==> config.mk <==
export PLATFORM = sky130hd
export DESIGN_NAME = tmp_adc_spi_reader_flat
export DESIGN_NICKNAME = d
export VERILOG_FILES = /design/src/rtl/tmp_adc_spi_reader_pkg.sv /design/src/rtl/tmp_adc_spi_reader_if.sv /design/src/rtl/tmp_adc_spi_reader_spi_clk_div.sv /design/src/rtl/tmp_adc_spi_reader.sv /design/src/flat_wrapper.sv
export SDC_FILE = /design/constraint.sdc
export NUM_CORES = 1
export LEC_CHECK = 0
export ABC_AREA = 1
export BUFFER_PORTS_ARGS = -buffer_cell sky130_fd_sc_hd__buf_4
export CORE_MARGIN = 1
export CORE_UTILIZATION = 45
export DETAILED_ROUTE_END_ITERATION = 6
export HOLD_SLACK_MARGIN = 0.15
export PLACE_DENSITY = 0.72
export SYNTH_ARGS = -nofsm -noshare
export SYNTH_HDL_FRONTEND = slang
export SYNTH_HIERARCHICAL = 1
export SYNTH_SLANG_ARGS = --single-unit
==> constraint.sdc <==
create_clock -name clk -period 3.95 [get_ports clk]
set_input_delay 0.1975 -clock clk [delete_from_list [all_inputs] [get_ports clk]]
set_output_delay 0.1975 -clock clk [all_outputs]
set_load 0.005 [all_outputs]
==> src/rtl/tmp_adc_spi_reader_pkg.sv <==
// Shared types, constants and helpers for the tmp_adc SPI reader.
//   state_t    : reader FSM states
//   FRAME_BITS : SCLK periods per SPI frame
//   CODE_BITS  : conversion result width (bits after the null bit)
//   AVG_DEPTH  : codes per averaged result (TMP_ADC_AVERAGE_EN builds)
//   build_cmd  : 16-bit command word for a single-ended channel read
//   avg_code   : mean of AVG_DEPTH accumulated codes
package tmp_adc_pkg;

   typedef enum logic [2:0] {
      IDLE,
      CS_SETUP,
      SHIFT,
      CS_HOLD,
      DONE
   } state_t;

   localparam int FRAME_BITS   = 16;
   localparam int NULL_BIT_IDX = 6;
   localparam int CODE_BITS    = FRAME_BITS - NULL_BIT_IDX;
   localparam int AVG_DEPTH    = 4;
   localparam int SUM_BITS     = CODE_BITS + $clog2(AVG_DEPTH);

   // start bit, single-ended select, channel, then don't-care clocks
   function automatic logic [FRAME_BITS-1:0] build_cmd(input logic [2:0] ch);
      return {1'b1, 1'b1, ch, 11'b0};
   endfunction

   function automatic logic [CODE_BITS-1:0] avg_code(input logic [SUM_BITS-1:0] sum);
      return sum[SUM_BITS-1 -: CODE_BITS];
   endfunction

endpackage

==> src/rtl/tmp_adc_spi_reader_if.sv <==
// SPI bus between the reader (master) and the external ADC (slave).
//   sclk : SPI clock, mode 0
//   cs_n : chip select, active low
//   mosi : command to the ADC
//   miso : data from the ADC
interface tmp_adc_spi_reader_if;
   logic sclk;
   logic cs_n;
   logic mosi;
   logic miso;

   modport master (output sclk, cs_n, mosi, input miso);
   modport slave  (input sclk, cs_n, mosi, output miso);
endinterface

==> src/rtl/tmp_adc_spi_reader_spi_clk_div.sv <==
// SCLK half-period timer. Counts CLK_DIV clk cycles per half period while en
// is high and strobes rise/fall at the end of the low/high half respectively.
// Held at the start of a low half whenever en is low.
//   clk, rst_n : system clock, async active-low reset
//   en         : run the divider
//   rise, fall : one-cycle strobes, the SCLK edge takes effect on this clk edge
module spi_clk_div #(
   parameter int CLK_DIV = 50
) (
   input  logic clk,
   input  logic rst_n,
   input  logic en,
   output logic rise,
   output logic fall
);

   localparam int CW = $clog2(CLK_DIV + 1);
   localparam logic [CW-1:0] RELOAD = CW'(CLK_DIV - 1);

   logic [CW-1:0] cnt_q, cnt_d;
   logic          high_q, high_d;
   logic          tick;

   always_comb begin
      tick   = en && (cnt_q == '0);
      cnt_d  = RELOAD;
      high_d = 1'b0;
      if (en) begin
         cnt_d  = tick ? RELOAD : cnt_q - 1'b1;
         high_d = tick ? ~high_q : high_q;
      end
   end

   assign rise = tick & ~high_q;
   assign fall = tick & high_q;

   always_ff @(posedge clk or negedge rst_n) begin
      if (!rst_n) begin
         cnt_q  <= RELOAD;
         high_q <= 1'b0;
      end else begin
         cnt_q  <= cnt_d;
         high_q <= high_d;
      end
   end

endmodule

==> src/rtl/tmp_adc_spi_reader.sv <==
// Periodic SPI reader for a 10-bit MCP3008-style SAR ADC. Each frame returns
// one single-ended conversion on val_out, zero-extended to 16 bits, with a
// one-cycle val_valid strobe.
//   clk, rst_n : system clock, async active-low reset
//   enable     : run the sample timer (an in-flight frame always completes)
//   start      : manual conversion request, accepted only in IDLE
//   spi        : SPI master port (sclk, cs_n, mosi out; miso in)
//   val_out    : last result {6'b0, code}
//   val_valid  : val_out updated this cycle
//   busy       : a frame is in progress
// Build option TMP_ADC_AVERAGE_EN: report the mean of every AVG_DEPTH codes
// instead of every code.
//
// state    | meaning
// IDLE     | cs_n high, waiting for a trigger
// CS_SETUP | cs_n low, first command bit on mosi, CLK_DIV cycles
// SHIFT    | 16 SCLK periods: miso in on rise, next mosi bit on fall
// CS_HOLD  | sclk low, cs_n still low, CLK_DIV cycles
// DONE     | cs_n high, result presented for one cycle
module tmp_adc_spi_reader
   import tmp_adc_pkg::*;
#(
   parameter int         CLK_DIV       = 50,
   parameter int         SAMPLE_PERIOD = 100000,
   parameter logic [2:0] CHANNEL       = 3'd0
) (
   input  logic                        clk,
   input  logic                        rst_n,
   input  logic                        enable,
   input  logic                        start,
   tmp_adc_spi_reader_if.master        spi,
   output logic [15:0]                 val_out,
   output logic                        val_valid,
   output logic                        busy
);

   localparam int PW = $clog2(CLK_DIV + 1);
   localparam int TW = $clog2(SAMPLE_PERIOD + 1);
   localparam int BW = $clog2(FRAME_BITS);
   localparam logic [PW-1:0]         PH_RELOAD  = PW'(CLK_DIV - 1);
   localparam logic [TW-1:0]         TMR_RELOAD = TW'(SAMPLE_PERIOD - 1);
   localparam logic [BW-1:0]         LAST_BIT   = BW'(FRAME_BITS - 1);
   localparam logic [FRAME_BITS-1:0] CMD        = build_cmd(CHANNEL);

   state_t                state_q, state_d;
   logic [PW-1:0]         ph_cnt_q, ph_cnt_d;
   logic [TW-1:0]         tmr_q, tmr_d;
   logic [BW-1:0]         bit_cnt_q, bit_cnt_d;
   logic [FRAME_BITS-1:0] tx_q, tx_d;
   // Only the last CODE_BITS samples of the frame are kept, so the
   // leading don't-care periods and the null bit fall off the top.
   logic [CODE_BITS-1:0]  rx_q, rx_d;
   logic                  sclk_q, sclk_d;
   logic                  cs_n_q, cs_n_d;
   logic [15:0]           val_q, val_d;
   logic                  valid_q, valid_d;
   logic                  trigger;
   logic                  sclk_rise, sclk_fall;

`ifdef TMP_ADC_AVERAGE_EN
   localparam logic [$clog2(AVG_DEPTH)-1:0] AVG_LAST = $clog2(AVG_DEPTH)'(AVG_DEPTH - 1);
   logic [SUM_BITS-1:0]          acc_q, acc_d, acc_sum;
   logic [$clog2(AVG_DEPTH)-1:0] avg_cnt_q, avg_cnt_d;
`endif

   spi_clk_div #(.CLK_DIV(CLK_DIV)) u_clk_div (
      .clk   (clk),
      .rst_n (rst_n),
      .en    (state_q == SHIFT),
      .rise  (sclk_rise),
      .fall  (sclk_fall)
   );

   // Down-counting sample timer; reaching zero is the terminal count and
   // reloads regardless of whether the FSM can take the trigger.
   always_comb begin
      trigger = start | (enable & (tmr_q == '0));
      tmr_d   = (!enable || tmr_q == '0) ? TMR_RELOAD : tmr_q - 1'b1;
   end

   always_comb begin
      state_d   = state_q;
      ph_cnt_d  = ph_cnt_q;
      bit_cnt_d = bit_cnt_q;
      tx_d      = tx_q;
      rx_d      = rx_q;
      sclk_d    = sclk_q;
      cs_n_d    = cs_n_q;
      val_d     = val_q;
      valid_d   = 1'b0;
`ifdef TMP_ADC_AVERAGE_EN
      acc_d     = acc_q;
      avg_cnt_d = avg_cnt_q;
      acc_sum   = acc_q + SUM_BITS'(rx_q);
`endif
      case (state_q)
         IDLE: begin
            if (trigger) begin
               state_d  = CS_SETUP;
               cs_n_d   = 1'b0;
               tx_d     = CMD;
               ph_cnt_d = PH_RELOAD;
            end
         end
         CS_SETUP: begin
            if (ph_cnt_q == '0) begin
               state_d   = SHIFT;
               bit_cnt_d = '0;
            end else begin
               ph_cnt_d = ph_cnt_q - 1'b1;
            end
         end
         SHIFT: begin
            if (sclk_rise) begin
               sclk_d = 1'b1;
               rx_d   = {rx_q[CODE_BITS-2:0], spi.miso};
            end
            if (sclk_fall) begin
               sclk_d    = 1'b0;
               tx_d      = {tx_q[FRAME_BITS-2:0], 1'b0};
               bit_cnt_d = bit_cnt_q + 1'b1;
               if (bit_cnt_q == LAST_BIT) begin
                  state_d  = CS_HOLD;
                  ph_cnt_d = PH_RELOAD;
               end
            end
         end
         CS_HOLD: begin
            if (ph_cnt_q == '0) begin
               state_d = DONE;
               cs_n_d  = 1'b1;
`ifdef TMP_ADC_AVERAGE_EN
               avg_cnt_d = avg_cnt_q + 1'b1;
               if (avg_cnt_q == AVG_LAST) begin
                  val_d   = 16'(avg_code(acc_sum));
                  valid_d = 1'b1;
                  acc_d   = '0;
               end else begin
                  acc_d = acc_sum;
               end
`else
               val_d   = 16'(rx_q);
               valid_d = 1'b1;
`endif
            end else begin
               ph_cnt_d = ph_cnt_q - 1'b1;
            end
         end
         DONE: begin
            state_d = IDLE;
         end
         default: begin
            state_d = IDLE;
         end
      endcase
   end

   always_ff @(posedge clk or negedge rst_n) begin
      if (!rst_n) begin
         state_q   <= IDLE;
         ph_cnt_q  <= '0;
         tmr_q     <= TMR_RELOAD;
         bit_cnt_q <= '0;
         tx_q      <= '0;
         rx_q      <= '0;
         sclk_q    <= 1'b0;
         cs_n_q    <= 1'b1;
         val_q     <= '0;
         valid_q   <= 1'b0;
      end else begin
         state_q   <= state_d;
         ph_cnt_q  <= ph_cnt_d;
         tmr_q     <= tmr_d;
         bit_cnt_q <= bit_cnt_d;
         tx_q      <= tx_d;
         rx_q      <= rx_d;
         sclk_q    <= sclk_d;
         cs_n_q    <= cs_n_d;
         val_q     <= val_d;
         valid_q   <= valid_d;
      end
   end

`ifdef TMP_ADC_AVERAGE_EN
   always_ff @(posedge clk or negedge rst_n) begin
      if (!rst_n) begin
         acc_q     <= '0;
         avg_cnt_q <= '0;
      end else begin
         acc_q     <= acc_d;
         avg_cnt_q <= avg_cnt_d;
      end
   end
`endif

   assign spi.sclk  = sclk_q;
   assign spi.cs_n  = cs_n_q;
   assign spi.mosi  = tx_q[FRAME_BITS-1];
   assign val_out   = val_q;
   assign val_valid = valid_q;
   assign busy      = (state_q != IDLE);

endmodule

==> src/flat_wrapper.sv <==
// flat-port wrapper written by rule: the top's interface ports become plain ports
module tmp_adc_spi_reader_flat import tmp_adc_pkg::*;
#(
   parameter int         CLK_DIV       = 50,
   parameter int         SAMPLE_PERIOD = 100000,
   parameter logic [2:0] CHANNEL       = 3'd0
)
  (clk, rst_n, enable, start, val_out, val_valid, busy, spi_sclk, spi_cs_n, spi_mosi, spi_miso);
  tmp_adc_spi_reader_if spi_i ();
  input  logic clk;
  input  logic rst_n;
  input  logic enable;
  input  logic start;
  output logic [15:0] val_out;
  output logic val_valid;
  output logic busy;
  output wire logic [$bits(spi_i.sclk)-1:0] spi_sclk;
  output wire logic [$bits(spi_i.cs_n)-1:0] spi_cs_n;
  output wire logic [$bits(spi_i.mosi)-1:0] spi_mosi;
  input wire logic [$bits(spi_i.miso)-1:0] spi_miso;
  assign spi_sclk = spi_i.sclk;
  assign spi_cs_n = spi_i.cs_n;
  assign spi_mosi = spi_i.mosi;
  assign spi_i.miso = spi_miso;
  tmp_adc_spi_reader #(.CLK_DIV(CLK_DIV), .SAMPLE_PERIOD(SAMPLE_PERIOD), .CHANNEL(CHANNEL)) u_core (.clk(clk), .rst_n(rst_n), .enable(enable), .start(start), .spi(spi_i), .val_out(val_out), .val_valid(val_valid), .busy(busy));
endmodule
# == Yosys cells after proc, flatten, opt, wreduce, memory -nomap -nowiden ==
# Cells that the tools add are included.
# word_totals
word_cells,83
reg_bits,76
input_bits,5
out_inout_bits,21
# op_classes
add_sub_neg,4
eq_ne,11
n_bitwise,5
n_mux,29
reduce_logical,22
# ops
operator,n
2-to-1 mux 6 bit,6
2-to-1 mux 16 bit,2
one-hot mux 16 bit (2 select lines),1
one-hot mux 6 bit (3 select lines),1
zero test 17 bit,1
2-to-1 mux 17 bit,1
subtractor 17 x 1 -> 17 bit (second input constant),1
2-to-1 mux 3 bit,5
zero test 6 bit,2
!= test 2 x 1 -> 1 bit (second input constant),6
one-hot mux 3 bit (4 select lines),1
subtractor 6 x 1 -> 6 bit (second input constant),2
AND reduction 5 bit,2
AND reduction 3 bit,3
2-to-1 mux 1 bit,8
2-to-1 mux 4 bit,2
one-hot mux 4 bit (2 select lines),1
nonzero test 2 bit,4
equality test 3 x 2 -> 1 bit (second input constant),2
AND reduction 2 bit,3
nonzero test 3 bit,2
adder 4 x 1 -> 4 bit (second input constant),1
equality test 4 bit (second input constant),1
bitwise AND 1 bit,3
10 further kinds,10

# == Longest topological paths before layout ==
# Gate-level depths: netlist (run 1).
# depth
depth_word,5
ltp_mapped,11
depth_no_buf,11

# == By module ==
# The synthesis (run 1) kept the hierarchy.
# modules_own_cells
module,cells_each,area_each_um2,n_inst,seq_area_each_um2
tmp_adc_spi_reader,321,2841.5,1,1390.1
spi_clk_div,45,371.6,1,178.9

# == Worst setup path before layout (run 1) ==
# Ideal clock, no wire load.
# synth_path
kind,reg-to-reg
start,register u_core.u_clk_div.cnt_q[0]
end,register u_core.rx_q[3]
path_buffers,1
path_stages_with_launch,10
setup_slack_ns,2.229
t_arrival_ns,1.595
setup_ns,0.125
required_time_ns,3.825
synth_period_minus_slack_ns,1.721
path_cell_list,dfstp_2 -> inv_1 -> ha_1 -> nand2_1 -> nor2_1 -> nand4_1 -> inv_1 -> nand2_4 -> buf_6 -> mux2_4
# synth_between
elab_chain_cells,4
# synth_lines
item,line,text
"start, declared",tmp_adc_spi_reader_spi_clk_div.sv:20,"logic [CW-1:0] cnt_q, cnt_d;"
"start signal, assigned",tmp_adc_spi_reader_spi_clk_div.sv:42,cnt_q <= cnt_d;
zero test 6 bit,tmp_adc_spi_reader_spi_clk_div.sv:25,tick = en && (cnt_q == '0);
logical AND 1 bit,tmp_adc_spi_reader_spi_clk_div.sv:25,
bitwise AND 1 bit,tmp_adc_spi_reader_spi_clk_div.sv:34,assign rise = tick & ~high_q;
via u_core.sclk_rise,tmp_adc_spi_reader.sv:58,"logic sclk_rise, sclk_fall;"
AND reduction 2 bit (no source line),--,
"end signal, assigned",tmp_adc_spi_reader.sv:176,rx_q <= rx_d;
"end, declared",tmp_adc_spi_reader.sv:52,"logic [CODE_BITS-1:0] rx_q, rx_d;"
# The timed path passes the listed nets, and every way through them passes these cells.
# A chain may end at the register's enable or synchronous reset.

# == Worst setup path in the final report (run 1) ==
# layout_path
start,register u_core.u_clk_div.cnt_q[0]
end,register u_core.ph_cnt_q[4]
# layout_between
elab_chain_cells,5
# layout_lines
item,line,text
zero test 6 bit,tmp_adc_spi_reader_spi_clk_div.sv:25,
logical AND 1 bit,tmp_adc_spi_reader_spi_clk_div.sv:25,
bitwise AND 1 bit,tmp_adc_spi_reader_spi_clk_div.sv:35,assign fall = tick & high_q;
via u_core.sclk_fall,tmp_adc_spi_reader.sv:58,
!= test 2 x 1 -> 1 bit (no source line),--,
AND reduction 5 bit (no source line),--,
"end signal, assigned",tmp_adc_spi_reader.sv:172,ph_cnt_q <= ph_cnt_d;
"end, declared",tmp_adc_spi_reader.sv:46,"logic [PW-1:0] ph_cnt_q, ph_cnt_d;"
# The timed path passes the listed nets, and every way through them passes these cells.

==> results of run 1 <==
## how the worst max path moves through the flow
stage	cells past startpoint	endpoint	from	slack, ns
floorplan	9	u_core/rx_q[3]	u_core/u_clk_div/cnt_q[0]	2.23
global placement	8	u_core/rx_q[0]	u_core/u_clk_div/cnt_q[0]	2.15
detailed placement	11	u_core/ph_cnt_q[4]	u_core/u_clk_div/cnt_q[0]	2.07
CTS	11	u_core/ph_cnt_q[4]	u_core/u_clk_div/cnt_q[0]	2.01
global route	11	u_core/ph_cnt_q[3]	u_core/u_clk_div/cnt_q[0]	1.82
finish	11	u_core/ph_cnt_q[4]	u_core/u_clk_div/cnt_q[0]	2.02
## what timing repair did
item | CTS | global route
setup endpoints to repair | 0 | 0
endpoints found under the hold margin | 49 | 0
hold buffers | 2 | 0
## cell type report
class	instances	area [um2]	share of cell area
flip-flops and latches	62	1570	0.426
multi-input cells	257	1410	0.383
repair buffers	21	163	0.0442
inverters	40	150	0.0408
clock buffers	11	141	0.0384
clock inverters	5	129	0.0350
well taps	96	120	0.0326
## Yosys cell counts, types with 2 or more instances
library cell  number  area share
mux2_4             5       0.023
dfrtp_1           48        0.37
nand3_2            8       0.025
o21ai_1           11       0.017
ha_1               6       0.023
nor2_1            40       0.047
or2_1              2      0.0039
nand4_1            4      0.0078
nor2_2             7       0.014
nand3b_1           2      0.0047
o21ai_0           12       0.019
a21oi_1            9       0.014
inv_2              7      0.0082
nor2_4             6       0.021
dfstp_2           14        0.11
nor3_1             4      0.0062
or2_2              2      0.0039
inv_1             33       0.039
nand3_1           16       0.025
nand2_1           95        0.11
nor3b_1            2      0.0047
xor2_1             7       0.019
nand2_4            4       0.014
mux2_2             3       0.011
buf_4              8       0.019
nand2_2            3      0.0058
## worst reg2reg max path, cell delays in order (launching register included)
cell     delay (ns)
dfstp_2        0.37
inv_1          0.11
ha_1           0.22
nand3_2        0.12
nor3b_2        0.27
nand4_1        0.14
nand2_1        0.09
nand2_1        0.09
nor2_4         0.18
nand2_4        0.10
nand2_1        0.08
nand2_1        0.06
## sequential cells by signal, indices dropped and copies added (netlist names)
register	count
u_core/val_out	10
u_core/rx_q	10
u_core/tmr_q	17
u_core/val_valid	1
u_core/state_q	3
u_core/tx_q	2
u_core/spi.sclk	1
u_core/bit_cnt_q	4
u_core/spi.cs_n	1
u_core/u_clk_div/high_q	1
u_core/ph_cnt_q	6
u_core/u_clk_div/cnt_q	6
## cells by family (layout without fill, tap and decap cells)
group / Yosys count / in the layout / share of synthesized area
fa+ha+maj: 6 / 6 / 0.0234
mux: 8 / 8 / 0.0339
simple gates: 197 / 197 / 0.303
compound gates: 32 / 32 / 0.0498
buf+inv: 52 / 77 / 0.0783
other cells: 1 / 6 / 0.00117
xor+xnor: 8 / 8 / 0.0218
flops: 62 / 62 / 0.488
## routing by layer
layer / up-vias / track usage
li1: 1194 / -
met1: 1101 / 0.225
met2: 42 / 0.282
met3: 10 / 0.0590
met4: 0 / 0.0652
met5: - / 0
## metrics by stage
stage	total power [W]	util	hold WS [ns]	instances
after detailed placement	0.00134	0.497	0.329	474
after global placement	0.00132	0.497	0.329	474
after CTS	0.00211	0.539	0.303	492
after floorplan	0.00121	-	-0.0981	371
after global routing	0.00222	0.539	0.343	492
final	0.00208	0.539	0.318	492
## power groups by stage
stage                     registers (W)  logic [W]  clock network [W]
after floorplan                0.000775   0.000434                  0
after global placement         0.000787   0.000532                  0
after detailed placement       0.000789   0.000549                  0
after CTS                      0.000778   0.000563           0.000766
after global routing           0.000787   0.000642           0.000791
final                          0.000779   0.000557           0.000747
==> summary.txt, run 1 <==
worst vdd ir - 0.278 mV
cell area after layout - 0.00368 mm2
unrepaired setup endpoints after global routing - false
postcts setup bufs - 0
worst slew pin tran - 0.762 ns
Area Overhead vs Synth - 14.6%
status - finished, final reports clean
grt total ovfl - 0
initial core utilization - 0.470
total wire length - 5770 um
vias per std cell - 4.77
Place WS - 2.07 ns
die extent in x - 86.5 um
gr usage total - 0.177
Avg Inst Size Synth - 8.78 um2
final period demand of the worst path - 1.93 ns
first-pass GRT wire length - 10,100 um
CP delay by family, top - simple AND/OR/NAND/NOR gates
slowest stage cell, crit path - dfstp_2
Post-synth EDFFs - 0
Post-Syn Area - 0.00321 mm2
Worst Slack Setup Final - 2.02 ns
Startpoint Class - register
clock power share - 0.358
DRC viols - 0
PostCTS Resize Cnt - 0
Skew-Pair Late Insertion Delay - 0.34 ns
Max-cap violations - 0
gpl congestion - 0.797
CP endpoint kind - register
cell row count - 30
largest net degree at the start of global routing - 63
DR iter-0 viols - 95
synth unique cells - 34
CP Cell Sequence - inv_1 > ha_1 > nand3_2 > nor3b_2 > nand4_1 > nand2_1 > nand2_1 > nor2_4 > nand2_4 > nand2_1 > nand2_1
cts bufs inserted - 9
Via Count - 2,347
Die Ht - 86.5 um
CTS sink count - 62
Buffers on Ports - 19
sequential fraction of the synthesis area - 0.488
Buf/Inv on CP - 1
flops & latches, synth - 62
CP dominant cell by count - nand2_1
r2r endpoint - u_core/ph_cnt_q[4]
Routed Antenna Nets - 0
commonest non-fill, non-tap cell in the layout - nand2_1
worst hold path startpoint - start
Max Slew Vio Count - 0
DR WL/cell - 11.7 um
Hold EP - u_core/tx_q[14]
dpl cell area - 0.00339 mm2
highest metal used - met4
ant diodes - 0
routed length on met2 - 2720 um
initial antenna violation count - 0
slowest stage delay, CP - 0.37 ns
Synth Flop Type - dfrtp_1
combinational share of power - 0.268
Max Fclk - 0.517 GHz
die area - 0.00748 mm2
Max Clock Skew - 0.00909 ns
IO Pins - 26
number of warnings issued by yosys - 6
vias in the first global route - 2,252
hold path depth - 5
fin crit share - 0.490
setup violators final - 0
Pre-Repair DR Iteration Count - 4
Switch Pwr - 0.000666 W
sw frac - 0.320
deepest clock path buffer count - 2
R2R setup slack - 2.02 ns
Lkg Pwr - 1.85 nW
Root Buffer - clkbuf_8
reg2reg start - u_core/u_clk_div/cnt_q[0]
worst path required time - 4.18 ns
Max FO, Critical Path - 7
Post-DP HPWL - 3930 um
nets - 402
commonest non-fill, non-tap cells in the layout - 95 x nand2_1, 48 x dfrtp_1, 40 x nor2_1, 33 x inv_1, 19 x buf_4
Fill cells - 619
layout cells sized above 1 - 0.240
final hold viol count - 0
CTS tree - yes
core area - 0.00683 mm2
Met1 Wirelength - 2750 um
WS Path Type - reg -> reg
relative slew slack - 0.492
Hold Crit Class - in -> reg
Pint - 0.00142 W
Flop pwr share - 0.374
Async SR Flop Fraction - 1.00
worst reg2reg path depth - 11
Mapped Cells - 366
Pwr per Cell Area - 565 mW/mm2
final setup TNS - 0 ns
H-tree depth - 3
Arrival @ worst endpoint - 2.16 ns
Worst-path clk slew - 0.07 ns
met3 WL post-DR - 204 um
Power figures use the tool's default switching activity.
==> run 2, diff against run 1 <==
==> constraint.sdc (replaced) <==
create_clock -name clk -period 1.8 [get_ports clk]
set_input_delay 0.09 -clock clk [delete_from_list [all_inputs] [get_ports clk]]
set_output_delay 0.09 -clock clk [all_outputs]
set_load 0.005 [all_outputs]
==> run 2 against run 1 <==
  * Register-to-register slack got worse by 1.9 ns
  * First-iteration DRC count unchanged
  * Clock-buffer cell count is 1 lower
  * Sequential share of layout area is 0.77 points lower
  * Final cell count is 2.6% higher
  * Critical path type unchanged
  * Largest power group unchanged
  * Highest routed layer unchanged
==> summary.txt, run 2 (synthesis gave the netlist of run 1 again) <==
status - finished, final reports clean (unchanged)
Max FO, Critical Path - 7 (unchanged)
largest net degree at the start of global routing - 63 (unchanged)
worst slew pin tran - 0.772 ns (was 0.762 ns)
unrepaired setup endpoints after global routing - true (was false)
deepest clock path buffer count - 2 (unchanged)
worst vdd ir - 0.556 mV (was 0.278 mV)
commonest non-fill, non-tap cell in the layout - nand2_1 (unchanged)
Max-cap violations - 0 (unchanged)
Pint - 0.00272 W (was 0.00142 W)
Worst-path clk slew - 0.07 ns (about the same)
grt met1 use - 0.226 (was 0.225)
Hold Crit Class - in -> reg (unchanged)
Arrival @ worst endpoint - 1.95 ns (was 2.16 ns)
IO Pins - 26 (unchanged)
cts bufs inserted - 9 (unchanged)
Largest Register - u_core/tmr_q (unchanged)
GR peak layer - met2 (unchanged)
initial core utilization - 0.470 (unchanged)
Die Ht - 86.5 um (unchanged)
Place WS - 0.0288 ns (was 2.07 ns)
nets - 415 (was 402)
commonest non-fill, non-tap cells in the layout - 88 x nand2_1, 48 x dfrtp_1, 39 x nor2_1, 30 x buf_4, 30 x inv_1 (was 95 x nand2_1, 48 x dfrtp_1, 40 x nor2_1, 33 x inv_1, 19 x buf_4)
met3 GRT Util - 0.0381 (was 0.0590)
post-route core utilization - 0.549 (was 0.539)
initial antenna violation count - 0 (unchanged)
Area Overhead vs Synth - 16.7% (was 14.6%)
worst path required time - 2.03 ns (was 4.18 ns)
die area - 0.00748 mm2 (unchanged)
Post-Layout Cell Count - 505 (was 492)
Fill cells - 650 (was 619)
met2 usage in global routing - 0.281 (was 0.282)
Via Count - 2,425 (was 2,347)
layout cells sized above 1 - 0.291 (was 0.240)
Post-DP HPWL - 4060 um (was 3930 um)
CP endpoint kind - register (unchanged)
CTS sink count - 62 (unchanged)
grt total ovfl - 0 (unchanged)
final period demand of the worst path - 1.73 ns (was 1.93 ns)
sw frac - 0.361 (was 0.320)
Lkg Pwr - 1.88 nW (was 1.85 nW)
Routed Antenna Nets - 0 (unchanged)
max reg flops - 17 (unchanged)
first-pass GRT wire length - 10,200 um (was 10,100 um)
gr usage total - 0.174 (was 0.177)
core area - 0.00683 mm2 (unchanged)
Pwr per Cell Area - 1140 mW/mm2 (was 565 mW/mm2)
setup violators final - 0 (unchanged)
combinational share of power - 0.320 (was 0.268)
# placed instances - 482 (was 474)
clock power share - 0.277 (was 0.358)
vias in the first global route - 2,364 (was 2,252)
H-tree depth - 3 (unchanged)
ant diodes - 0 (unchanged)
DR WL/cell - 11.8 um (was 11.7 um)
DR iter-0 viols - 95 (unchanged)
final hold viol count - 0 (unchanged)
Max Slew Vio Count - 0 (unchanged)
Buffers on Ports - 19 (unchanged)
Flop pwr share - 0.403 (was 0.374)
CTS tree - yes (unchanged)
WS Path Type - reg -> reg (unchanged)
DRC viols - 0 (unchanged)
Switch Pwr - 0.00154 W (was 0.000666 W)
die extent in x - 86.5 um (unchanged)
Max Clock Skew - 0.00689 ns (was 0.00909 ns)
Pre-Repair DR Iteration Count - 4 (unchanged)
Startpoint Class - register (unchanged)
relative slew slack - 0.485 (was 0.492)
Max Fclk - 0.579 GHz (was 0.517 GHz)
vias per std cell - 4.80 (was 4.77)
cell row count - 30 (unchanged)
Root Buffer - clkbuf_8 (unchanged)
gpl congestion - 0.883 (was 0.797)
fin crit share - 0.960 (was 0.490)
total wire length - 5980 um (was 5770 um)
Skew-Pair Late Insertion Delay - 0.33 ns (was 0.34 ns)
Worst Slack Setup Final - 0.0721 ns (was 2.02 ns)
## run 2: cell count changes in the layout (fill, tap and decap cells not counted), sizes merged
cell         change
clkinvlp         +1
buf             +12
clkbuf           -1
clkinv           +3
dlygate4sd3      +1
bufinv           -3
## run 2: what timing repair did
action	CTS	global route
gates resized for setup	0	17
setup endpoints to repair	0	26
setup buffers	0	4
endpoints found under the hold margin	49	5
hold buffers	2	1
## run 2: final timing paths
kind | from | to | slack (ns) | depth (start not counted)
max in group asynchronous | rst_n | u_core/ph_cnt_q[1] | 0.91 | 2
worst max register to register | u_core/u_clk_div/cnt_q[1] | u_core/ph_cnt_q[4] | 0.07 | 11
worst min register to register | u_core/tmr_q[0] | u_core/tmr_q[0] | 0.46 | 1
worst max-delay path | u_core/u_clk_div/cnt_q[1] | u_core/ph_cnt_q[4] | 0.07 | 11
worst min-delay path | start | u_core/tx_q[14] | 0.22 | 5
min in group asynchronous | rst_n | u_core/tx_q[15] | 0.38 | 2
## run 2: routing by layer
metal  up-vias  wire, um
met3         8       141
met4         0        77
met2        42      2870
met5         -         0
li1       1218         -
met1      1157      2890
## run 2: cell type report
cell class / instances / area [um2] / area share
Inverter: 40 / 150 / 0.0400
Multi-Input combinational cell: 257 / 1460 / 0.388
Sequential cell: 62 / 1570 / 0.418
Timing Repair Buffer: 34 / 267 / 0.0710
Clock inverter: 6 / 61.3 / 0.0163
Tap cell: 96 / 120 / 0.0320
Clock buffer: 10 / 128 / 0.0340
## run 2: power groups by stage
| stage | registers [W] | clock network, W | logic (W) |
|---|---|---|---|
| detailed placement | 0.00173 | 0 | 0.00125 |
| global route | 0.00173 | 0.00128 | 0.00153 |
| CTS | 0.00170 | 0.00122 | 0.00126 |
| floorplan | 0.00170 | 0 | 0.000953 |
| global placement | 0.00172 | 0 | 0.00120 |
| finish | 0.00172 | 0.00118 | 0.00136 |
## run 2: metrics by stage
step	area (um2)	TNS (ns)	total power, W	hold slack [ns]
CTS	3660	0	0.00418	0.154
detailed placement	3450	0	0.00298	0.226
floorplan	3230	0	0.00265	-0.206
finish	3750	0	0.00426	0.223
global route	3750	-0.193	0.00454	0.256
global placement	3450	0	0.00293	0.226
## run 2: critical path, stage by stage (launching register included)
cell	delay, ns
dfrtp_1	0.39
inv_2	0.07
ha_4	0.15
nand3_4	0.07
nor3b_2	0.21
nand4_1	0.10
nand2_1	0.11
nand2_2	0.08
nor2_4	0.19
nand2_4	0.12
nand2_2	0.09
nand2_2	0.04
